[src/rtl/mem_port_arbiter_pkg.sv]
// Shared encodings for the memory port arbiter: FSM states and transaction owners.
package mem_port_arbiter_pkg;

    typedef enum logic [1:0] {
        IDLE  = 2'd0,
        ISSUE = 2'd1,
        RESP  = 2'd2
    } state_t;

    typedef enum logic {
        OWN_I = 1'b0,
        OWN_D = 1'b1
    } owner_t;

endpackage

[src/rtl/mem_port_arbiter_arb_pick.sv]
// Winner select between fetch (I) and load/store (D) requesters.
// ARB_RR_EN defined: round-robin on conflict, otherwise fixed D-over-I priority.
module arb_pick
    import mem_port_arbiter_pkg::*;
(
    input  logic   i_req,
    input  logic   d_req,
`ifdef ARB_RR_EN
    input  owner_t last_owner,
`endif
    output logic   any_req,
    output owner_t winner
);

    // A lone requester always wins; only a conflict consults the policy.
    always_comb begin
        any_req = i_req | d_req;
        winner  = OWN_I;
        if (i_req && d_req) begin
`ifdef ARB_RR_EN
            winner = (last_owner == OWN_D) ? OWN_I : OWN_D;
`else
            winner = OWN_D;
`endif
        end else if (d_req) begin
            winner = OWN_D;
        end
    end

endmodule

[src/rtl/mem_port_arbiter.sv]
// Shares one memory port between instruction fetch (I) and load/store (D).
// One outstanding transaction, registered grant, valid/ready memory handshake.
// Optional macro ARB_RR_EN selects round-robin arbitration (default: D beats I).
module mem_port_arbiter
    import mem_port_arbiter_pkg::*;
#(
    parameter int AW = 32,
    parameter int DW = 32
) (
    input  logic            clk,
    input  logic            rst,
    input  logic            i_req,
    input  logic [AW-1:0]   i_addr,
    output logic            i_gnt,
    output logic            i_rvalid,
    output logic [DW-1:0]   i_rdata,
    input  logic            d_req,
    input  logic            d_we,
    input  logic [AW-1:0]   d_addr,
    input  logic [DW-1:0]   d_wdata,
    input  logic [DW/8-1:0] d_be,
    output logic            d_gnt,
    output logic            d_rvalid,
    output logic [DW-1:0]   d_rdata,
    output logic            m_req,
    output logic            m_we,
    output logic [AW-1:0]   m_addr,
    output logic [DW-1:0]   m_wdata,
    output logic [DW/8-1:0] m_be,
    input  logic            m_ready,
    input  logic            m_rvalid,
    input  logic [DW-1:0]   m_rdata,
    output logic            busy
);

    state_t state_q, state_d;
    owner_t owner_q;
    owner_t winner;
    logic   any_req;
    logic   take;     // latch winner this cycle
    logic   deliver;  // read data returns this cycle

`ifdef ARB_RR_EN
    owner_t last_owner_q;
`endif

    arb_pick u_pick (
        .i_req      (i_req),
        .d_req      (d_req),
`ifdef ARB_RR_EN
        .last_owner (last_owner_q),
`endif
        .any_req    (any_req),
        .winner     (winner)
    );

    assign m_req = (state_q == ISSUE);
    assign busy  = (state_q != IDLE);

    // State register; reset drops any in-flight transaction.
    always_ff @(posedge clk or posedge rst) begin
        if (rst) state_q <= IDLE;
        else     state_q <= state_d;
    end

    // Next-state logic plus the take/deliver strobes that steer the datapath.
    always_comb begin
        state_d = state_q;
        take    = 1'b0;
        deliver = 1'b0;
        unique case (state_q)
            IDLE: begin
                if (any_req) begin
                    take    = 1'b1;
                    state_d = ISSUE;
                end
            end
            ISSUE: begin
                // m_rvalid without m_ready is a stray pulse and is ignored.
                if (m_ready) begin
                    if (m_we) begin
                        state_d = IDLE;
                    end else if (m_rvalid) begin
                        deliver = 1'b1;
                        state_d = IDLE;
                    end else begin
                        state_d = RESP;
                    end
                end
            end
            RESP: begin
                if (m_rvalid) begin
                    deliver = 1'b1;
                    state_d = IDLE;
                end
            end
            default: state_d = IDLE;
        endcase
    end

    // Grant/response pulses, latched request copy and per-owner read data.
    always_ff @(posedge clk or posedge rst) begin
        if (rst) begin
            owner_q  <= OWN_I;
            i_gnt    <= 1'b0;
            d_gnt    <= 1'b0;
            i_rvalid <= 1'b0;
            d_rvalid <= 1'b0;
            i_rdata  <= '0;
            d_rdata  <= '0;
            m_we     <= 1'b0;
            m_addr   <= '0;
            m_wdata  <= '0;
            m_be     <= '0;
        end else begin
            i_gnt    <= take && (winner == OWN_I);
            d_gnt    <= take && (winner == OWN_D);
            i_rvalid <= deliver && (owner_q == OWN_I);
            d_rvalid <= deliver && (owner_q == OWN_D);
            if (take) begin
                owner_q <= winner;
                if (winner == OWN_D) begin
                    m_we    <= d_we;
                    m_addr  <= d_addr;
                    m_wdata <= d_wdata;
                    m_be    <= d_be;
                end else begin
                    // Fetches are always full-word reads.
                    m_we    <= 1'b0;
                    m_addr  <= i_addr;
                    m_wdata <= '0;
                    m_be    <= '0;
                end
            end
            if (deliver && (owner_q == OWN_I)) i_rdata <= m_rdata;
            if (deliver && (owner_q == OWN_D)) d_rdata <= m_rdata;
        end
    end

`ifdef ARB_RR_EN
    // Remembers who was served last so a conflict goes to the other side.
    always_ff @(posedge clk or posedge rst) begin
        if (rst)       last_owner_q <= OWN_D;
        else if (take) last_owner_q <= winner;
    end
`endif

endmodule

[config.mk]
export PLATFORM = sky130hd
export DESIGN_NAME = mem_port_arbiter
export DESIGN_NICKNAME = d
export VERILOG_FILES = /design/src/rtl/mem_port_arbiter_pkg.sv /design/src/rtl/mem_port_arbiter_arb_pick.sv /design/src/rtl/mem_port_arbiter.sv
export SDC_FILE = /design/constraint.sdc
export NUM_CORES = 1
export LEC_CHECK = 0
export ABC_AREA = 1
export ABC_CLOCK_PERIOD_IN_PS = 12080
export CAP_MARGIN = 20
export CORE_UTILIZATION = 45
export CTS_CLUSTER_DIAMETER = 100
export DETAILED_ROUTE_END_ITERATION = 6
export GPL_TIMING_DRIVEN = 0
export PLACE_DENSITY = 0.95
export SKIP_CTS_REPAIR_TIMING = 1
export SLEW_MARGIN = 20
export SYNTH_ARGS = -nofsm -noshare
export SYNTH_HDL_FRONTEND = slang
export SYNTH_SLANG_ARGS = --single-unit
[constraint.sdc]
create_clock -name clk -period 12.08 [get_ports clk]
set_input_delay 2.416 -clock clk [delete_from_list [all_inputs] [get_ports clk]]
set_output_delay 2.416 -clock clk [all_outputs]
set_load 0.02 [all_outputs]
==> results of run 1 <==
## routing by layer
layer,wire length (um),vias to the layer above
li1,-,2864
met1,7150,2770
met2,9430,277
met3,1260,55
met4,671,0
met5,0,-
## cells in the final DEF, fill, tap and decap left out, drive strengths merged
cell type and n:
nand3 6, a21oi 1, clkbuf 30, buf 41, dfrtp 140, clkinvlp 3
inv 85, o21ai 72, ha 3, clkdlybuf4s50 276, clkinv 3, nand4 64
bufinv 3, nand2 301
## layout make-up
class	instances	area, sq um	area share (%)
buffer	49	280	2.89
timing repair buffer	277	2790	28.8
sequential	140	3500	36.1
clock inverter	10	140	1.45
tap	176	220	2.27
inverter	84	325	3.36
multi-input combinational	447	1970	20.4
clock buffer	21	460	4.75
## worst min-delay path: cells and delay by family, from the launching register on
family | cells | cell delay, ns
AND/OR/NAND/NOR | 2 | 0.09
flip-flops | 1 | 0.34
## registers in the layout, indices dropped and copies added, names as in the netlist
| name | cells |
|---|---|
| i_rdata | 32 |
| owner_q | 1 |
| m_be | 4 |
| i_gnt | 1 |
| d_gnt | 1 |
| m_wdata | 32 |
| d_rvalid | 1 |
| d_rdata | 32 |
| i_rvalid | 1 |
| m_addr | 32 |
| m_we | 1 |
| state_q | 2 |
## metrics by stage
| stage | area [sq um] | std cells | total power, uW |
|---|---|---|---|
| floorplan | 6080 | 720 | 1460 |
| global placement | 9060 | 1172 | 2050 |
| detailed placement | 9090 | 1173 | 2090 |
| CTS | 9690 | 1204 | 2640 |
| global route | 9690 | 1204 | 2780 |
| finish | 9690 | 1204 | 2630 |
## power breakdown
group | leakage [uW] | internal, uW | switching [uW]
combinational | 0.00264 | 555 | 737
clock | 0.000286 | 335 | 196
sequential | 0.00178 | 681 | 122
total | 0.00471 | 1570 | 1060
## cells by family after synthesis
logic type,count (synthesis),synth area share [%]
buffers and inverters,133,9.84
AO/OA/AOI/OAI,73,6.20
AND/OR/NAND/NOR,371,25.7
adder cells (fa/ha/maj),3,0.618
flip-flops,140,57.7
## final timing paths
| kind | from | endpoint | depth (start not counted) |
|---|---|---|---|
| setup / recovery | state_q[0] | busy | 4 |
| hold / removal | i_rdata[27] | i_rdata[27] | 2 |
| setup reg to reg | state_q[1] | i_rdata[16] | 8 |
| hold reg to reg | i_rdata[27] | i_rdata[27] | 2 |
| max in group asynchronous | rst | m_addr[3] | 3 |
| min in group asynchronous | rst | m_wdata[1] | 2 |
==> metrics.txt, run 1 <==
Via density 4.96; total gr overflow 0; Placer Congestion 0.859; Fill cells 943; Die X 118 um; Ant. Diodes 0; Buffers on Ports 276; Cell Area, Synth 6080 sq um; CTS tree built; Worst Skew 0.00839 ns; synth-to-layout area growth 59.6%; tightest hold margin 0.468 ns; CP max FO 3; Final Net Count 1158; Core Region 13200 sq um; most frequent cells after synthesis 301 x nand2_1, 140 x dfrtp_1, 81 x inv_1; async set or reset register ratio after synthesis 100%; met2 Use GR 47.7%; met3 Use GR 7.34%; H-tree levels 4; crit path cell chain inv_1, ha_1, inv_1, clkdlybuf4s50_1; Critical Path Sink Type primary output; LEAKAGE 0.00471 uW; Buf/Inv on CP 3; Final Hold Fails 0; vias in the first global route 6005; fraction of layout cells with a size suffix above 1 7.39%; top_reg_cell synth dfrtp_1; Die ar. 14000 sq um; critical path type reg2out; first-pass GRT wire length 30200 um; R2R setup slack 10.38 ns; Setup violations, final 0; CP most frequent cell inv_1; Area contributors post-synth dfrtp_1 58%, nand2_1 19%, nand4_1 6.6%; final antenna-violating net count 0; Final WS setup 7.75 ns; Cell Pwr Density 271 nW/um^2; clock tree buffer depth 2; detailed-route wire length per cell 15.4 um; Crit path required time 9.66 ns; net count after synthesis 862; Fmax 231 MHz; most common cell in the netlist nand2_1; pre-CTS setup slack 8.18 ns; fin crit period 4.33 ns; RSZ-0062 raised after global routing no; Clk pin slew, worst setup/hold paths 0.06 ns; Largest stage delay, worst path 0.66 ns; Crit path arrival time 1.91 ns; number of synthesized register bits 140; DPL Wire Length 13800 um; Clock Latency Late Sink 0.41 ns; CP Launch Type flip-flop; via count 5966; number of max-cap violations 0; fin. max-slew vios 0; post-route setup TNS 0 ns; DR iter-0 viols 423; 1st-pass router iterations 5; Synth Area per Inst 8.44 sq um; cell count after synthesis 720; Starting Density 46.1%; Inserted Clock Buffers 17; Max VDD drop 0.000110 V; GR peak layer met2; run status completed; initial antenna violation count 0; yosys warns 0; grt met1 use 32.1%; total track usage 27.6%; Slew @ Worst Pin 0.465 ns; die height 118 um; number of synthesized flops with an enable pin 0; Final Util 73.5%; I/O pin count 278; CP delay by family, top buffers and inverters; worst hold path type reg2reg; Clock Sinks 140; largest net degree at the start of global routing 88; post-synth top area cell dfrtp_1; period utilization 35.8%; Slew HR 69.0%; # DRC 0; sequential area share after synthesis 57.7%; share of Yosys cell area claimed by the top area cell type 57.7%; Routed Wire Length 18500 um; row count 42; Yosys cell types 16; Clock Tree Root clkbuf_16; critical path's slowest cell clkdlybuf4s50_1
Note: power is estimated with default switching activity, not from simulation.
==> run 2: changes to the inputs <==
- ABC_CLOCK_PERIOD_IN_PS: 12080 -> 4200
- CORE_UTILIZATION: 45 -> 42
- PLACE_DENSITY: 0.95 -> 0.9
- clock period: 12.08 -> 4.2 ns (I/O delays scaled with it)
==> metrics.txt, run 2 (synthesis gave the netlist of run 1 again) <==
via count 5926 (-0.67%); Buffers on Ports 276 (unchanged); area of the multi-input gates 1970 sq um (unchanged); die height 122 um (+3.5%); Clock Sinks 140 (unchanged); critical path's slowest cell clkdlybuf4s50_1; 1st-pass router iterations 5 (unchanged); run status completed; Starting Density 43.4% (-2.6 points); I/O pin count 278 (unchanged); Via density 4.89 (-1.3%); DR iter-0 viols 429 (+1.4%); grt met1 use 30.9% (-1.2 points); Setup violations, final 0 (unchanged); H-tree levels 4 (unchanged); synth-to-layout area growth 60.9%; CP max FO 3 (unchanged); Slew HR 60.3% (-8.7 points); number of max-cap violations 0 (unchanged); Inserted Clock Buffers 17 (unchanged); fin. max-slew vios 0 (unchanged); fin crit period 2.74 ns; Critical Path Sink Type primary output; total gr overflow 0 (unchanged); detailed-route wire length per cell 15.3 um (-0.20%); most frequent cells in the layout 301 x nand2_1, 276 x clkdlybuf4s50_1, 140 x dfrtp_1; Final Net Count 1161 (+0.26%); area occupied by registers 3500 sq um (unchanged); final antenna-violating net count 0 (unchanged); initial antenna violation count 1 (+1); Core Region 14000 sq um (+6.1%); Crit path arrival time 1.90 ns (about the same); vias in the first global route 5987 (-0.30%); Final WS setup 1.46 ns (-6.29 ns); Die X 122 um (+3.5%); clock tree buffer depth 2 (unchanged); DPL Wire Length 13900 um (+1.0%); met2 Use GR 44.7% (-3.0 points); Clk pin slew, worst setup/hold paths 0.05 ns (about the same); met3 Use GR 7.62% (+0.28 points); GR peak layer met2; critical path type reg2out; Fmax 365 MHz; row count 43 (+2.4%); Crit path required time 3.36 ns (-6.30 ns); Final Hold Fails 0 (unchanged); # DRC 0 (unchanged); Placer Congestion 0.895 (+4.2%); CP most frequent cell inv_1; Slew @ Worst Pin 0.594 ns (+0.129 ns); total track usage 26.1% (-1.5 points); CP Launch Type flip-flop; fraction of layout cells with a size suffix above 1 7.76% (+0.37 points); Max VDD drop 0.000367 V (+230%); Cell Pwr Density 777 nW/um^2 (+190%); commonest non-fill, non-tap cell in the layout nand2_1; largest net degree at the start of global routing 36 (-59%); LEAKAGE 0.00474 uW (+0.67%); post-route setup TNS 0 ns (unchanged); Largest stage delay, worst path 0.66 ns (about the same); Buf/Inv on CP 3 (unchanged); worst hold path type reg2reg; crit path cell chain inv_1, ha_1, inv_1, clkdlybuf4s50_1; CTS tree built; Clock Latency Late Sink 0.42 ns (about the same); Clock Tree Root clkbuf_16; first-pass GRT wire length 29900 um (-0.94%); RSZ-0062 raised after global routing no; CP delay by family, top buffers and inverters; Worst Skew 0.0117 ns (+0.00330 ns); Die ar. 15000 sq um (+7.0%); Routed Wire Length 18600 um (+0.46%); period utilization 65.2%; pre-CTS setup slack 1.90 ns (-6.29 ns); Fill cells 1073 (+14%)
## run 2: final cells by class
type,instances,share of cell area (%)
tap,180,2.30
multi-input combinational,447,20.2
clock buffer,22,4.95
antenna,1,0.0256
timing repair buffer,280,29.2
inverter,84,3.29
buffer,49,2.87
clock inverter,9,1.38
sequential,140,35.8
## run 2: path summary, 6_finish.rpt
check                         endpoint  cells past startpoint  slack (ns)   startpoint
setup / recovery                  busy                      4        1.46   state_q[0]
hold / removal             i_rdata[12]                      2        0.47  i_rdata[12]
setup reg to reg           i_rdata[23]                      8        2.54   state_q[0]
hold reg to reg            i_rdata[12]                      2        0.47  i_rdata[12]
max in group asynchronous  m_wdata[21]                      4        2.58          rst
min in group asynchronous  d_rdata[29]                      2        0.84          rst
## run 2: layer usage
| layer | vias to the layer above | part of all wire [%] |
|---|---|---|
| li1 | 2869 | - |
| met1 | 2746 | 40 |
| met2 | 276 | 50 |
| met3 | 35 | 7.7 |
| met4 | 0 | 2.2 |
| met5 | - | 0 |
## run 2: through the flow
stage | util [%] | power [uW] | hold slack, ns | cell area [sq um] | cells
after global placement | 64.8 | 5930 | 0.453 | 9070 | 1176
final | 69.9 | 7600 | 0.467 | 9780 | 1212
after global routing | 69.9 | 8060 | 0.492 | 9780 | 1212
after detailed placement | 65.4 | 6040 | 0.458 | 9160 | 1180
after floorplan | - | 4210 | 0.478 | 6080 | 720
after CTS | 69.9 | 7650 | 0.472 | 9770 | 1211
## run 2: where the power goes
part           internal [uW]  switching (uW)  leakage (uW)  total [uW]
clock                    995             570      0.000295        1570
combinational           1600            2130       0.00267        3730
sequential              1960             346       0.00178        2300
total                   4550            3040       0.00474        7600
## run 2: worst register-to-register path, delay by kind of cell (launching register included)
kind | cells | cell delay [ns]
adders and majority gates | 1 | 0.29
buffers and inverters | 4 | 0.60
DFF | 1 | 0.37
and+or+nand+nor | 3 | 0.34
==> run 3: changes to the inputs <==
- ABC_CLOCK_PERIOD_IN_PS: 4200 -> 2800
- clock period: 4.2 -> 2.8 ns (I/O delays scaled with it)
==> results of run 3 <==
Same layout as run 2 (identical final DEF). Status: completed.
Among the figures that moved: setup slack after placement 1.90 ns -> 0.776 ns; setup slack after layout 1.46 ns -> 0.344 ns; register-to-register setup slack 2.54 ns -> 1.14 ns; total power 7600 uW -> 11400 uW; worst IR drop on VDD 0.000367 V -> 0.000550 V
